==> src/rtl/reg_wb_arbiter.sv <==
// rtl/reg_wb_arbiter.sv - round-robin write-back arbiter for the register file write port
// Optional busy scoreboard enabled by defining REG_WB_SCOREBOARD_EN.
module reg_wb_arbiter #(
  parameter int DATA_WIDTH = 32,
  parameter int ADDR_WIDTH = 5
) (
  input  logic                  clk,
  input  logic                  rst_n,
  input  logic                  req0_valid,
  input  logic [ADDR_WIDTH-1:0] req0_addr,
  input  logic [DATA_WIDTH-1:0] req0_data,
  output logic                  req0_ready,
  input  logic                  req1_valid,
  input  logic [ADDR_WIDTH-1:0] req1_addr,
  input  logic [DATA_WIDTH-1:0] req1_data,
  output logic                  req1_ready,
  output logic                  rf_wen,
  output logic [ADDR_WIDTH-1:0] rf_waddr,
  output logic [DATA_WIDTH-1:0] rf_wdata,
  input  logic                  alloc_valid,
  input  logic [ADDR_WIDTH-1:0] alloc_addr,
  input  logic [ADDR_WIDTH-1:0] chk_addr1,
  input  logic [ADDR_WIDTH-1:0] chk_addr2,
  output logic                  chk_busy1,
  output logic                  chk_busy2
);

  localparam int NREG = 1 << ADDR_WIDTH;

  logic prio;
  logic both_valid;

  assign both_valid = req0_valid && req1_valid;
  assign req0_ready = req0_valid && (!req1_valid || !prio);
  assign req1_ready = req1_valid && (!req0_valid || prio);

  // Every contended cycle produces a grant, so the pointer simply flips.
  always_ff @(posedge clk or negedge rst_n) begin
    if (!rst_n) begin
      prio     <= 1'b0;
      rf_wen   <= 1'b0;
      rf_waddr <= '0;
      rf_wdata <= '0;
    end else begin
      if (both_valid)
        prio <= ~prio;
      if (req0_ready) begin
        rf_wen   <= (req0_addr != '0);
        rf_waddr <= req0_addr;
        rf_wdata <= req0_data;
      end else if (req1_ready) begin
        rf_wen   <= (req1_addr != '0);
        rf_waddr <= req1_addr;
        rf_wdata <= req1_data;
      end else begin
        rf_wen <= 1'b0;
      end
    end
  end

`ifdef REG_WB_SCOREBOARD_EN
  logic [NREG-1:1] busy;
  logic [NREG-1:0] busy_full;

  assign busy_full = {busy, 1'b0};

  // A fresh allocation outranks the commit of the older writer to the same register.
  always_ff @(posedge clk or negedge rst_n) begin
    if (!rst_n) begin
      busy <= '0;
    end else begin
      for (int i = 1; i < NREG; i++) begin
        if (alloc_valid && alloc_addr == ADDR_WIDTH'(i))
          busy[i] <= 1'b1;
        else if (rf_wen && rf_waddr == ADDR_WIDTH'(i))
          busy[i] <= 1'b0;
      end
    end
  end

  assign chk_busy1 = busy_full[chk_addr1];
  assign chk_busy2 = busy_full[chk_addr2];
`else
  logic unused_sb;

  assign unused_sb = ^{alloc_valid, alloc_addr, chk_addr1, chk_addr2, NREG[0]};
  assign chk_busy1 = 1'b0;
  assign chk_busy2 = 1'b0;
`endif

endmodule

==> config.mk <==
export PLATFORM = sky130hd
export DESIGN_NAME = reg_wb_arbiter
export DESIGN_NICKNAME = d
export VERILOG_FILES = /design/src/rtl/reg_wb_arbiter.sv
export SDC_FILE = /design/constraint.sdc
export NUM_CORES = 1
export LEC_CHECK = 0
export BUFFER_PORTS_ARGS = -buffer_cell sky130_fd_sc_hd__buf_4
export CAP_MARGIN = 40
export CORE_MARGIN = 2
export CORE_UTILIZATION = 44
export CTS_CLUSTER_DIAMETER = 100
export DETAILED_ROUTE_END_ITERATION = 10
export PLACE_DENSITY = 0.8
export SKIP_LAST_GASP = 1
export SYNTH_ARGS = -nofsm -noshare
export SYNTH_HDL_FRONTEND = slang
export SYNTH_SLANG_ARGS = --single-unit
==> constraint.sdc <==
create_clock -name clk -period 1.6 [get_ports clk]
set_clock_uncertainty 0.15 [all_clocks]
set_input_delay 0.32 -clock clk [delete_from_list [all_inputs] [get_ports clk]]
set_output_delay 0.32 -clock clk [all_outputs]
set_load 0.02 [all_outputs]
==> run metrics <==
P&R area growth vs syn 46.90%; Final #Nets 427; CTS tree done; CP startpoint kind flop; power per cell area 1123 mW/mm²; io pins 136; Fin Hold WS 145.2 ps; GRT Util Overall 21.15%; clk root buf clkbuf_8; CTS H-Tree Depth 2; Starting Density 45.86%; number of synthesized flops with an enable pin 0; Final Power 0.003866 W; Arr. time, crit path 1100 ps; Worst setup EP type output port; FF+latch count, synth 39; TritonRoute pass-1 iters 4; outcome finished, final reports clean; I/O Buffers 117; clk_lat worst skew 280 ps; placed cells 392; die area 0.005923 mm²; worst setup path category reg2out; largest net degree at the start of global routing 40; unrepaired setup endpoints after global routing true; DRT Wirelength 6114 µm; Max Cap Viol 0; die height 76.96 µm; part of the Yosys area used for sequential elements 41.67%; Synth Area per Inst 10.84 µm²; HPWL after detailed placement 4324 µm; CP Max Fanout 4; worst slew pin tran 514.1 ps; wire per inst 15.13 µm; Clock Path Buffers 2; Final Non-Filler Cells 404; Final Hold Viols 0; Crit path required time 1130 ps; Achievable Freq 0.6373 GHz; # setup viols final 0; worst IR drop on VDD 0.4816 mV; Vias/cell 5.265; core area 0.005107 mm²; CTS Buf Count 5; Synth Flop Type dfrtp_1; DRC violations left 0; fraction of layout cells with a size suffix above 1 48.20%; Routability Congestion 0.7144; Core Rows 26; antenna cells 0; post-route minimum period 1569 ps; Die X-Extent 76.96 µm; Worst-path clk slew 80 ps; total grt overflow 0; setup ws final 30.79 ps; DR vias 2127; worst slack, placed 126.1 ps; Routed Antenna Nets 0; post-synthesis cell type count 22; Syn Inst Count 216; Slew HR 65.73%; Worst Hold Class in2reg; mapped cell area 0.002342 mm²; initial antenna violation count 0; Clock Sinks 39; synthesis warning total 0; P_leak 1.583 nW; vias in the first global route 2175; Final period util 98.08%; first-pass GRT wire length 10250 µm; DR iter-0 viols 72; max-slew violation count 0; Post-synth ARST share 100.0%
==> layer usage <==
layer | vias to the layer above | wire length (µm) | GRT usage, %
met2 | 74 | 3016 | 36.75
met5 | - | 0 | 0
li1 | 1025 | - | -
met4 | 0 | 14 | 4.364
met1 | 1026 | 2705 | 27.35
met3 | 2 | 377 | 4.118
==> cell families after synthesis <==
group                  share of synthesized area, %
other                                        0.1601
buffers and inverters                         6.517
AND/OR/NAND/NOR                               20.46
flip-flops                                    41.67
AO/OA/AOI/OAI                                 30.82
XOR/XNOR                                     0.3740
==> placed cells by master, fill, tap and decap left out, drive strengths merged <==
| cell type | n |
|---|---|
| buf | 130 |
| dfrtp | 39 |
| o221a | 37 |
| nand2b | 33 |
| or2 | 32 |
| a21o | 32 |
| clkbuf | 8 |
| nor2b | 5 |
| a211o | 5 |
| or4 | 2 |
| o21ai | 2 |
| conb | 2 |
| nand2 | 2 |
| a21boi | 1 |
| inv | 1 |
| nor2 | 1 |
| xnor2 | 1 |
| dlygate4sd3 | 1 |
==> where the power goes <==
| group | switching [W] | internal (W) | leakage (nW) |
|---|---|---|---|
| registers | 0.000116 | 0.00123 | 0.443 |
| clock network | 0.000328 | 0.000394 | 0.0515 |
| logic | 0.000899 | 0.000903 | 1.09 |
==> state kept, by name (all words and copies together), names as in the netlist <==
name,flops
rf_wdata,32
rf_waddr,5
prio,1
rf_wen,1
==> area by class of cell <==
cell class / instances / area [µm²]
sequential: 39 / 975.9
inverter: 1 / 3.754
clock buffer: 8 / 100.1
fill: 428 / 1667
tap: 70 / 87.58
multi-input combinational: 155 / 1234
timing repair buffer: 131 / 1040
==> through the flow <==
step                      util, %  instance area (µm²)  setup TNS (ps)
after global routing        67.37                 3441          -32.71
final                       67.37                 3441               0
after CTS                   67.00                 3422          -6.091
after global placement      64.38                 3288               0
after floorplan                 -                 2346               0
after detailed placement    64.38                 3288               0
==> critical path, stage by stage, from the launching register on <==
cell and delay, ps:
dfrtp_1 390, nand2b_4 180, nand2_8 70, inv_2 30
buf_4 140
==> synth_stat cells, types with 2 or more instances <==
cell	n	area share (%)
a211o_1	5	1.9
a21o_1	32	10
buf_2	5	1.1
buf_4	4	1.3
buf_6	6	2.9
clkbuf_1	7	1.1
dfrtp_1	39	42
nand2b_1	32	8.5
nor2b_1	5	1.3
o21ai_1	2	0.43
o221a_1	17	8.2
o221a_2	20	9.6
or2_1	32	8.5
or4_1	2	0.64
==> worst paths after layout <==
| path | from | end | slack, ps | depth (start not counted) |
|---|---|---|---|---|
| max in group asynchronous | rst_n | rf_wdata[6]$_DFFE_PN0P_ | 540 | 2 |
| min | req0_addr[3] | rf_wen$_DFF_PN0_ | 150 | 3 |
| min reg2reg | prio$_DFFE_PN0P_ | rf_wen$_DFF_PN0_ | 570 | 4 |
| max reg2reg | prio$_DFFE_PN0P_ | rf_wdata[7]$_DFFE_PN0P_ | 130 | 5 |
| min in group asynchronous | rst_n | rf_wdata[22]$_DFFE_PN0P_ | 400 | 2 |
| max | prio$_DFFE_PN0P_ | req1_ready | 30 | 4 |
==> repair_timing <==
action / in CTS / in global routing
setup endpoints to repair: 1 / 2
resized for setup: 1 / 2
hold buffers: 1 / 0
buffers inserted: 2 / 1
hold endpoints to repair: 39 / 0
pin swaps: 2 / 0
Note: power is estimated with default switching activity, not from simulation.
